<file path="src/rtl/uart_tx.sv">
// 8N1/8N2 UART transmitter with integer baud divider and single-byte holding.
// Define UART_TX_PARITY_EN to insert an even-parity bit between data and stop.
module uart_tx #(
  parameter int CLKDIV   = 868,
  parameter int STOPBITS = 1
) (
  input  logic       clk,
  input  logic       rst,
  input  logic       txen,
  input  logic [7:0] din,
  output logic       busy,
  output logic       tx,
  output logic       done
);

  typedef enum logic [2:0] {
    S_IDLE   = 3'd0,
    S_START  = 3'd1,
    S_DATA   = 3'd2,
`ifdef UART_TX_PARITY_EN
    S_PARITY = 3'd4,
`endif
    S_STOP   = 3'd3
  } state_t;

  state_t      r_state;
  logic [15:0] r_cnt;
  logic [2:0]  r_idx;
  logic [7:0]  r_shift;
  logic        r_stop_idx;
  logic        r_tx;
  logic        r_busy;
  logic        r_done;
`ifdef UART_TX_PARITY_EN
  logic        r_par;
`endif

  logic w_bit_end;
  assign w_bit_end = (r_cnt == 16'(CLKDIV - 1));

  assign tx   = r_tx;
  assign busy = r_busy;
  assign done = r_done;

  // tx is loaded at each state transition so the line level always matches the state
  always_ff @(posedge clk) begin
    if (rst) begin
      r_state    <= S_IDLE;
      r_cnt      <= '0;
      r_idx      <= '0;
      r_shift    <= '0;
      r_stop_idx <= 1'b0;
      r_tx       <= 1'b1;
      r_busy     <= 1'b0;
      r_done     <= 1'b0;
`ifdef UART_TX_PARITY_EN
      r_par      <= 1'b0;
`endif
    end else begin
      r_done <= 1'b0;
      case (r_state)
        S_IDLE: begin
          r_tx   <= 1'b1;
          r_busy <= 1'b0;
          r_cnt  <= '0;
          if (txen) begin
            r_shift <= din;
`ifdef UART_TX_PARITY_EN
            r_par   <= ^din;
`endif
            r_state <= S_START;
            r_busy  <= 1'b1;
            r_tx    <= 1'b0;
          end
        end

        S_START: begin
          if (w_bit_end) begin
            r_cnt   <= '0;
            r_idx   <= '0;
            r_state <= S_DATA;
            r_tx    <= r_shift[0];
          end else begin
            r_cnt <= r_cnt + 16'd1;
          end
        end

        S_DATA: begin
          if (w_bit_end) begin
            r_cnt <= '0;
            if (r_idx == 3'd7) begin
`ifdef UART_TX_PARITY_EN
              r_state <= S_PARITY;
              r_tx    <= r_par;
`else
              r_state    <= S_STOP;
              r_stop_idx <= 1'b0;
              r_tx       <= 1'b1;
`endif
            end else begin
              r_idx   <= r_idx + 3'd1;
              r_shift <= {1'b0, r_shift[7:1]};
              r_tx    <= r_shift[1];
            end
          end else begin
            r_cnt <= r_cnt + 16'd1;
          end
        end

`ifdef UART_TX_PARITY_EN
        S_PARITY: begin
          if (w_bit_end) begin
            r_cnt      <= '0;
            r_state    <= S_STOP;
            r_stop_idx <= 1'b0;
            r_tx       <= 1'b1;
          end else begin
            r_cnt <= r_cnt + 16'd1;
          end
        end
`endif

        S_STOP: begin
          r_tx <= 1'b1;
          if (w_bit_end) begin
            r_cnt <= '0;
            if (r_stop_idx == 1'(STOPBITS - 1)) begin
              r_state <= S_IDLE;
              r_busy  <= 1'b0;
              r_done  <= 1'b1;
            end else begin
              r_stop_idx <= r_stop_idx + 1'b1;
            end
          end else begin
            r_cnt <= r_cnt + 16'd1;
          end
        end

        default: begin
          r_state <= S_IDLE;
          r_cnt   <= '0;
          r_idx   <= '0;
          r_tx    <= 1'b1;
          r_busy  <= 1'b0;
        end
      endcase
    end
  end

endmodule

</file>
<file path="config.mk">
export PLATFORM = sky130hd
export DESIGN_NAME = uart_tx
export DESIGN_NICKNAME = d
export VERILOG_FILES = /design/src/rtl/uart_tx.sv
export SDC_FILE = /design/constraint.sdc
export NUM_CORES = 1
export LEC_CHECK = 0
export ABC_CLOCK_PERIOD_IN_PS = 4600
export BUFFER_PORTS_ARGS = -buffer_cell sky130_fd_sc_hd__buf_2
export CELL_PAD_IN_SITES_DETAIL_PLACEMENT = 0
export CELL_PAD_IN_SITES_GLOBAL_PLACEMENT = 2
export CORE_MARGIN = 4
export CORE_UTILIZATION = 41
export CTS_BUF_LIST = sky130_fd_sc_hd__clkbuf_8
export DETAILED_ROUTE_END_ITERATION = 8
export PLACE_DENSITY_LB_ADDON = 0.1
export SETUP_SLACK_MARGIN = 0.05
export SLEW_MARGIN = 40
export SYNTH_ARGS = -nofsm -noshare
export SYNTH_HDL_FRONTEND = slang
export SYNTH_SLANG_ARGS = --single-unit
</file>
<file path="constraint.sdc">
create_clock -name clk -period 4.6 [get_ports clk]
set_clock_uncertainty 0.05 [all_clocks]
set_input_delay 1.38 -clock clk [delete_from_list [all_inputs] [get_ports clk]]
set_output_delay 1.38 -clock clk [all_outputs]
set_load 0.005 [all_outputs]
</file>
==> summary.md, run 1 <==
| Metric | Value |
|---|---|
| Vert. Die Dim | 70.0 µm |
| Post-Syn Area | 1580 µm² |
| Highest clock rate | 432 MHz |
| CP max FO | 10 |
| Drt pass-1 iters | 4 |
| Synth warnings | 0 |
| Relative slew slack | 0.648 |
| DR vias/cell | 5.30 |
| Fraction of registers with async set/reset | 0 |
| Status | finished, final reports clean |
| Total CTS buffers | 5 |
| Wire per inst | 13.5 µm |
| Setup TNS | 0 ns |
| Fillers | 367 |
| Final Instance Area | 1770 µm² |
| Num Clock Sinks | 32 |
| Routed via count | 1236 |
| EDFF count, synth | 0 |
| Busiest grt layer | met2 |
| Worst-Margin Slew | 0.527 ns |
| Critical path required time | 4.72 ns |
| Rows | 22 |
| Layout cells sized above 1 | 0.173 |
| Final Wtd Congestion | 0.746 |
| Cell variety after synth | 38 |
| Area contributors post-synth | dfxtp_1 41%, nor2_1 8.3%, ha_1 7.1%, o221a_2 4.3%, xnor2_1 3.9% |
| Antenna diodes | 0 |
| Reg power frac | 0.432 |
| Core Box Area | 3690 µm² |
| Global-route wire length before repair | 5570 µm |
| Grt met1 use | 0.161 |
| Register bit total from synthesis | 32 |
| DP Area | 1680 µm² |
| Synth top area share | 0.406 |
| Hold WC Path Type | reg -> reg |
| Final hold vios | 0 |
| Post-synth net total | 189 |
| Clock slew seen by the registers of the worst setup and hold paths | 0.07 ns |
| Commonest non-fill, non-tap cell in the layout | nor2_1 |
| Setup WS pre-CTS | 2.11 ns |
| Fin crit share | 0.503 |
| Total GRT Usage | 0.141 |
| CTS resizes | 0 |
| Final Worst Setup Slack | 2.29 ns |
| Leak | 0.000693 µW |
| Hold_buf cts | 0 |
| Die area | 4900 µm² |
| Vias in the first global route | 1251 |
| Overflow after GRT | 0 |
| Combinational fraction of design power | 0.310 |
| Max cap viols | 0 |
| Sequential fraction of the synthesis area | 0.406 |
| Clock network fraction of total power | 0.258 |
| Routed Antenna Nets | 0 |
| DP HPWL | 2240 µm |
| Cells after Synth | 169 |
| CTS Buffer Depth | 2 |
| Die width | 70.0 µm |
| Initial antenna violation count | 0 |
| Nets | 204 |
| Critical path capture point type | register |
| DRC Markers | 0 |
| Power Density | 470 nW/µm² |
| Most frequent cells in the layout | 35 x nor2_1, 32 x dfxtp_1, 13 x buf_2, 9 x ha_1, 8 x nand2_1 |
| Routing usage on met2 | 0.243 |
| WL final | 3150 µm |
| Switching share of power | 0.332 |
| Clock Root Buffer | clkbuf_8 |
| Slew Viols, Final | 0 |
| Post-CTS Repair Setup Buffers | 0 |
| Setup violations, final | 0 |
| # IOs | 14 |
| Htree depth | 2 |
| Internal | 557 µW |
| Worst vdd ir | 225 µV |
| Mean Syn Cell Area | 9.34 µm² |
| CTS tree | yes |
| Crit Path Class | reg -> reg |
| 1st-iter DRT viols | 56 |
| Net Switching | 277 µW |
| Type of origin of the critical path | register |
| I/O Buffers | 13 |
| Final Core Density | 0.481 |
| Starting Density | 0.428 |
| Min cycle time layout | 2.31 ns |
| Worst Path Arrival | 2.43 ns |
| Cell type with the largest total area after synthesis | dfxtp_1 |
| Synth Flop Type | dfxtp_1 |
| GR Util met3 | 0.0432 |
| Largest net degree at the start of global routing | 19 |
| Worst skew pair latency | 0.28 ns |
| Area Overhead vs Synth | 12.5% |
| RSZ-0062 raised after global routing | false |
-- sequential cells by signal, indices dropped and copies added, names as in the netlist --
name and count:
r_shift 8, busy 1, done 1, r_state 2
r_cnt 16, r_idx 3, tx 1
-- cell families after synthesis --
family,share of synthesized area
compound gates,0.144
xor+xnor,0.0666
fa+ha+maj,0.0714
buf+inv,0.0214
flops,0.406
mux,0.0127
simple gates,0.278
-- final cells by class --
| type | count | area (µm²) | share of cell area |
|---|---|---|---|
| repair buffers | 13 | 65.1 | 0.0367 |
| well taps | 48 | 60.1 | 0.0339 |
| clock buffers | 6 | 82.6 | 0.0465 |
| clock inverters | 2 | 7.51 | 0.00423 |
| multi-input cells | 128 | 903 | 0.509 |
| flip-flops and latches | 32 | 641 | 0.361 |
| inverters | 4 | 15.0 | 0.00846 |
-- final timing paths --
path	end	slack, ns	cells after the start	startpoint
min reg2reg	r_idx[2]	0.43	1	r_idx[2]
max reg2reg	r_shift[1]	2.29	6	r_cnt[0]
max	r_shift[1]	2.29	6	r_cnt[0]
min	r_idx[2]	0.43	1	r_idx[2]
-- Yosys cell counts, drive strengths merged (4+ instances only) --
cell type	n
a21oi	5
and3	6
clkbuf	4
nor2	35
inv	4
nand3	6
ha	9
o221a	7
nand2	8
o21ai	4
xnor2	7
dfxtp	32
xor2	5
-- per-stage QoR --
step	hold slack (ns)	cells	total power [µW]
after floorplan	0.387	169	564
final	0.429	233	834
after CTS	0.433	233	846
after global placement	0.404	225	623
after global routing	0.454	233	899
after detailed placement	0.417	225	627
-- per-layer routing --
| metal | vias to the layer above | share of wire |
|---|---|---|
| met5 | - | 0 |
| met4 | 0 | 0.013 |
| met3 | 4 | 0.030 |
| met2 | 14 | 0.51 |
| met1 | 587 | 0.44 |
| li1 | 631 | - |
-- power by group through the flow --
stage	clock (µW)	sequential, µW	combinational, µW
floorplan	0	358	205
global placement	0	365	258
detailed placement	0	367	260
CTS	223	361	263
global route	235	367	298
finish	215	360	258
-- critical path: stages, from the launching register on --
cell and delay, ns:
dfxtp_1 0.39, ha_1 0.27, nor3b_2 0.31, nand4_4 0.22, nor3b_2 0.38, nand2_1 0.25, o221a_2 0.33
(Power assumes the default switching activity.)
==> run 2, diff against run 1 <==
Settings changed: ABC_CLOCK_PERIOD_IN_PS 4600 to 2110, CORE_UTILIZATION 41 to 34.
Clock period 4.6 ns to 2.11 ns, I/O delays scaled along.
==> run 2 against run 1 <==
  * Worst setup slack lost 2.1 ns
  * Critical path type unchanged
  * Core utilization down 5.6 points
  * Total power increased by 150%
  * Cell count grew 4.7%
==> summary.md, run 2 (synthesis gave the netlist of run 1 again) <==
| Metric | Value |
|---|---|
| Most frequent cells in the layout | 35 x nor2_1, 30 x dfxtp_1, 13 x buf_2, 9 x ha_1, 8 x nand2_1 |
| Drt pass-1 iters | 5 (+1) |
| Worst-Margin Slew | 0.528 ns (+0.00101 ns) |
| I/O Buffers | 13 (unchanged) |
| Die area | 5790 µm² (+18%) |
| Worst Path Arrival | 2.11 ns (-0.32 ns) |
| Power Density | 1090 nW/µm² (+130%) |
| Rows | 24 (+9.1%) |
| CP delay by family, top | simple AND/OR/NAND/NOR gates |
| WL final | 3380 µm (+7.2%) |
| Nets | 211 (+3.4%) |
| Total Power | 2040 µW (+150%) |
| Max incr delay on CP | 0.36 ns (-0.03 ns) |
| CP max stage cell | dfxtp_2 |
| Largest regs | r_cnt: 16 flops, r_shift: 8 flops, r_idx: 3 flops |
| Min cycle time layout | 1.93 ns (-0.381 ns) |
| Routed via count | 1286 (+4.0%) |
| Max cap viols | 0 (unchanged) |
| Global-route wire length before repair | 6020 µm (+8.2%) |
| 1st-iter DRT viols | 43 (-23%) |
| Leak | 0.000736 µW (+6.2%) |
| Routed Antenna Nets | 0 (unchanged) |
| Worst vdd ir | 472 µV (+110%) |
| Status | finished, final reports clean |
| Vias in the first global route | 1310 (+4.7%) |
| DP HPWL | 2530 µm (+13%) |
| Total GRT Usage | 0.126 (-0.0147) |
| Num Clock Sinks | 32 (unchanged) |
| Core Box Area | 4410 µm² (+20%) |
| Initial antenna violation count | 0 (unchanged) |
| Crit Path Class | reg -> reg |
| Type of origin of the critical path | register |
| RSZ-0062 raised after global routing | false |
| Setup violations, final | 0 (unchanged) |
| # IOs | 14 (unchanged) |
| Total CTS buffers | 5 (unchanged) |
| CTS tree | yes |
| CP max FO | 7 (-3) |
| DR vias/cell | 5.27 (-0.65%) |
| Starting Density | 0.357 (-0.0703) |
| Final Worst Setup Slack | 0.178 ns (-2.11 ns) |
| Area Overhead vs Synth | 19.0% |
| Critical path buffer and inverter count | 1 (+1) |
| Antenna diodes | 0 (unchanged) |
| Critical path capture point type | register |
| DRC Markers | 0 (unchanged) |
| Relative slew slack | 0.647 (-0.000673) |
| Hold WC Path Type | reg -> reg |
| Hold_buf cts | 0 (unchanged) |
| Fin crit share | 0.916 (+0.413) |
| Htree depth | 2 (unchanged) |
| Largest net degree at the start of global routing | 16 (-3) |
| Commonest non-fill, non-tap cell in the layout | nor2_1 |
| Max FFs per register | 16 (unchanged) |
| Biggest register | r_cnt |
| Overflow after GRT | 0 (unchanged) |
| WHS | 0.403 ns (-0.0263 ns) |
| Worst skew pair latency | 0.29 ns (about the same) |
| Slew Viols, Final | 0 (unchanged) |
| Clock slew seen by the registers of the worst setup and hold paths | 0.07 ns (about the same) |
| Highest clock rate | 518 MHz (+20%) |
| CTS Buffer Depth | 2 (unchanged) |
| Final Wtd Congestion | 0.755 (+1.2%) |
| Critical-path cell list | ha_1, nor3b_4, nand4_4, or2_4, a211oi_4, buf_4, o221a_2 |
| Die width | 76.1 µm (+8.7%) |
| Final hold vios | 0 (unchanged) |
| Layout cells sized above 1 | 0.224 (+0.0510) |
| Clock Root Buffer | clkbuf_8 |
| Critical path required time | 2.29 ns (-2.43 ns) |
| Wire per inst | 13.8 µm (+2.4%) |
| Vert. Die Dim | 76.1 µm (+8.7%) |
| Setup WS pre-CTS | -0.00901 ns (-2.12 ns) |
## run 2: cell types whose count changed in the layout (fill, tap and decap cells not counted)
cell       before  now
buf_4           0    7
dfxtp_1        32   30
dfxtp_2         0    2
inv_1           6    4
bufinv_16       0    1
clkbuf_8        6    7
nor3b_2         2    1
nor3b_4         0    1
## run 2: where the power goes
group          switching (µW)  internal (µW)
Sequential               73.3            715
Clock                     230            417
Combinational             336            273
## run 2: through the flow
step                instances  instance area (µm²)  setup TNS, ns  utilization
floorplan                 169                 1580              0            -
global placement          235                 1730              0        0.393
detailed placement        235                 1730        -0.0215        0.393
CTS                       244                 1870              0        0.423
global route              244                 1880              0        0.425
finish                    244                 1880              0        0.425
## run 2: timing repair
item                                    4_1_cts  5_1_grt
hold endpoints to repair                      0        0
pin swaps                                     1        0
setup buffers                                 1        0
resized for setup                             0        3
endpoints found under the setup margin        7        9
## run 2: area by class of cell
type                    count  area (µm²)
multi-input cells         128         910
well taps                  52        65.1
flip-flops and latches     32         643
repair buffers             20         118
inverters                   4        15.0
clock inverters             1        30.0
fillers                   445        2540
clock buffers               7        96.3
## run 2: worst register-to-register path, delay by kind of cell (launching register included)
family | cells | cell delay, ns
flip-flops | 1 | 0.36
AO/OA/AOI/OAI | 2 | 0.37
AND/OR/NAND/NOR | 3 | 0.73
adder cells (fa/ha/maj) | 1 | 0.19
buffers and inverters | 1 | 0.18
## run 2: worst paths after layout
check             slack, ns      from    endpoint  cells past startpoint
setup / recovery       0.18  r_cnt[0]  r_shift[3]                      7
setup reg to reg       0.18  r_cnt[0]  r_shift[3]                      7
hold reg to reg        0.40  r_cnt[0]    r_cnt[0]                      1
hold / removal         0.40  r_cnt[0]    r_cnt[0]                      1
## run 2: layer usage
layer,vias up,wire [µm],part of all wire,track usage
met4,0,56,0.017,0.0577
met1,621,1430,0.42,0.139
met3,6,124,0.037,0.0390
met2,19,1760,0.52,0.221
li1,640,-,-,-
met5,-,0,0,0
==> run 3, diff against run 2 <==
Settings changed: CELL_PAD_IN_SITES_DETAIL_PLACEMENT 0 to default, CELL_PAD_IN_SITES_GLOBAL_PLACEMENT 2 to default, CORE_UTILIZATION 34 to 50, PLACE_DENSITY from default to 0.71, PLACE_DENSITY_LB_ADDON 0.1 to default.
==> run 3 against run 2 <==
  * Hold slack lost 0.0030 ns
  * Largest cell class unchanged
  * Worst setup slack gained 0.0094 ns
  * Final area shrank 3.3%
  * Cell count shrank 4.9%
==> summary.md, run 3 (synthesis gave the netlist of run 1 again) <==
| Metric | Value |
|---|---|
| Slew Viols, Final | 0 (unchanged) |
| Type of origin of the critical path | register |
| Antenna diodes | 0 (unchanged) |
| Fin crit share | 0.911 (-0.00445) |
| Max FFs per register | 16 (unchanged) |
| Htree depth | 2 (unchanged) |
| DR vias/cell | 5.28 (+0.27%) |
| Register area | 642 µm² (-0.19%) |
| Routed via count | 1226 (-4.7%) |
| CP delay by family, top | simple AND/OR/NAND/NOR gates |
| Hold WC Path Type | reg -> reg |
| DRC Markers | 0 (unchanged) |
| Layout cells sized above 1 | 0.207 (-0.0165) |
| RSZ-0062 raised after global routing | false |
| Clock Root Buffer | clkbuf_8 |
| Worst-Margin Slew | 0.526 ns (-0.00152 ns) |
| Crit Path Class | reg -> reg |
| Worst skew pair latency | 0.27 ns (-0.02 ns) |
| Status | finished, final reports clean |
| Hold_buf cts | 0 (unchanged) |
| I/O Buffers | 13 (unchanged) |
| Setup TNS | 0 ns (unchanged) |
| Critical path required time | 2.28 ns (about the same) |
| Biggest register | r_cnt |
| Drt pass-1 iters | 4 (-1) |
| Num Clock Sinks | 32 (unchanged) |
| Critical-path cell list | ha_2, nor3b_4, nand4_4, or2_4, a211oi_4, o221a_2 |
| Min cycle time layout | 1.92 ns (-0.00939 ns) |
| Total CTS buffers | 5 (unchanged) |
| DP HPWL | 2290 µm (-9.5%) |
| Reg2reg start | r_cnt[1] |
| R2R setup slack | 0.19 ns (about the same) |
| Final hold vios | 0 (unchanged) |
| CP max stage cell | dfxtp_1 |
| Clock slew seen by the registers of the worst setup and hold paths | 0.06 ns (about the same) |
| Core Box Area | 3030 µm² (-31%) |
| Fillers | 275 (-38%) |
| Max cap viols | 0 (unchanged) |
| Worst vdd ir | 506 µV (+7.3%) |
| Largest net degree at the start of global routing | 16 (unchanged) |
| CP max FO | 7 (unchanged) |
| Clock network fraction of total power | 0.265 (-0.051) |
| Nets | 208 (-1.4%) |
| Most frequent cells in the layout | 35 x nor2_1, 31 x dfxtp_1, 13 x buf_2, 8 x nand2_1, 8 x ha_1 |
| 1st-iter DRT viols | 63 (+47%) |
| Total GRT Usage | 0.161 (+0.0342) |
| Multi-input combinational cell area | 912 µm² (+0.28%) |
| Final std cells w/o fill | 232 (-4.9%) |
| Max incr delay on CP | 0.36 ns (about the same) |
| Final Wtd Congestion | 0.867 (+15%) |
| Overflow after GRT | 0 (unchanged) |
| Power Density | 1010 nW/µm² (-7.1%) |
| Wire per inst | 12.6 µm (-8.9%) |
| Commonest non-fill, non-tap cell in the layout | nor2_1 |
| Setup violations, final | 0 (unchanged) |
| Reg-to-Reg End | r_shift[2] |
| Crit path from | r_cnt[1] |
| Die area | 4120 µm² (-29%) |
| Crit. path cell count | 6 (-1) |
| Placed cells | 225 (-4.3%) |
| Initial antenna violation count | 0 (unchanged) |
| Vert. Die Dim | 64.2 µm (-16%) |
| Die width | 64.2 µm (-16%) |
| Global-route wire length before repair | 5320 µm (-12%) |
| Rows | 20 (-17%) |
| WL final | 2920 µm (-13%) |
| Largest regs | r_cnt: 16 flops, r_shift: 8 flops, r_idx: 3 flops |
| Combinational fraction of design power | 0.303 (+0.005) |
| Worst Path Arrival | 2.09 ns (-0.02 ns) |
| Critical path capture point type | register |
| Routed Antenna Nets | 0 (unchanged) |
| Highest clock rate | 520 MHz (+0.49%) |
| Reg power frac | 0.432 (+0.046) |
| # IOs | 14 (unchanged) |
| Area Overhead vs Synth | 15.1% |
| Total Power | 1840 µW (-10%) |
| CTS tree | yes |
| Critical path buffer and inverter count | 0 (-1) |
| Internal | 1250 µW (-11%) |
| Leak | 0.000704 µW (-4.4%) |
| Starting Density | 0.521 (+0.164) |
| CTS Buffer Depth | 2 (unchanged) |
| Switching share of power | 0.320 (+0.00668) |
| Vias in the first global route | 1261 (-3.7%) |
| Relative slew slack | 0.648 (+0.00101) |
| Final Core Density | 0.600 (+0.174) |
| Net Switching | 587 µW (-8.2%) |
| Worst-case reg-to-reg path depth | 6 (-1) |
| WHS | 0.400 ns (-0.00297 ns) |
| CP endpoint | r_shift[2] |
-- run 3: timing repair --
item                                   in CTS  in global routing
gates resized for setup                     0                  3
setup endpoints to repair                   0                  7
endpoints found under the hold margin       0                  0
setup buffers                               0                  0
-- run 3: final cells by class --
type,count,area share
multi-input cells,128,0.502
well taps,44,0.0303
repair buffers,17,0.0524
inverters,4,0.00827
clock buffers,7,0.0531
flip-flops and latches,32,0.354
-- run 3: metrics by stage --
| stage | worst slack (ns) | cell area, µm² |
|---|---|---|
| final | 0.187 | 1820 |
| after global placement | 0.177 | 1710 |
| after global routing | 0.0524 | 1820 |
| after CTS | 0.0940 | 1810 |
| after floorplan | 0.154 | 1580 |
| after detailed placement | 0.109 | 1710 |
-- run 3: how the worst min path moves through the flow --
stage / start / endpoint / slack, ns / cells past startpoint
after global routing: r_cnt[0] / r_cnt[0] / 0.43 / 1
after floorplan: r_cnt[0] / r_cnt[0] / 0.39 / 1
after detailed placement: r_cnt[0] / r_cnt[0] / 0.42 / 1
after CTS: r_cnt[0] / r_cnt[0] / 0.43 / 1
after global placement: r_cnt[0] / r_cnt[0] / 0.40 / 1
final: r_cnt[0] / r_cnt[0] / 0.40 / 1
-- run 3: worst register-to-register path, cell delays in order (launching register included) --
cell      delay [ns]
dfxtp_1         0.36
ha_2            0.19
nor3b_4         0.23
nand4_4         0.17
or2_4           0.29
a211oi_4        0.33
o221a_2         0.25
-- run 3: metal layers --
metal  vias to the layer above  routed length (µm)  GRT usage
met1                       568                1330      0.183
met4                         0                  17     0.0343
li1                        639                   -          -
met2                        16                1470      0.284
met3                         3                 104     0.0615
met5                         -                   0          0
-- run 3: power by group through the flow --
stage | Clock, µW | Combinational, µW | Sequential (µW)
after floorplan | 0 | 448 | 781
after global placement | 0 | 543 | 797
after detailed placement | 0 | 561 | 800
after CTS | 505 | 560 | 791
after global routing | 542 | 631 | 806
final | 487 | 557 | 793
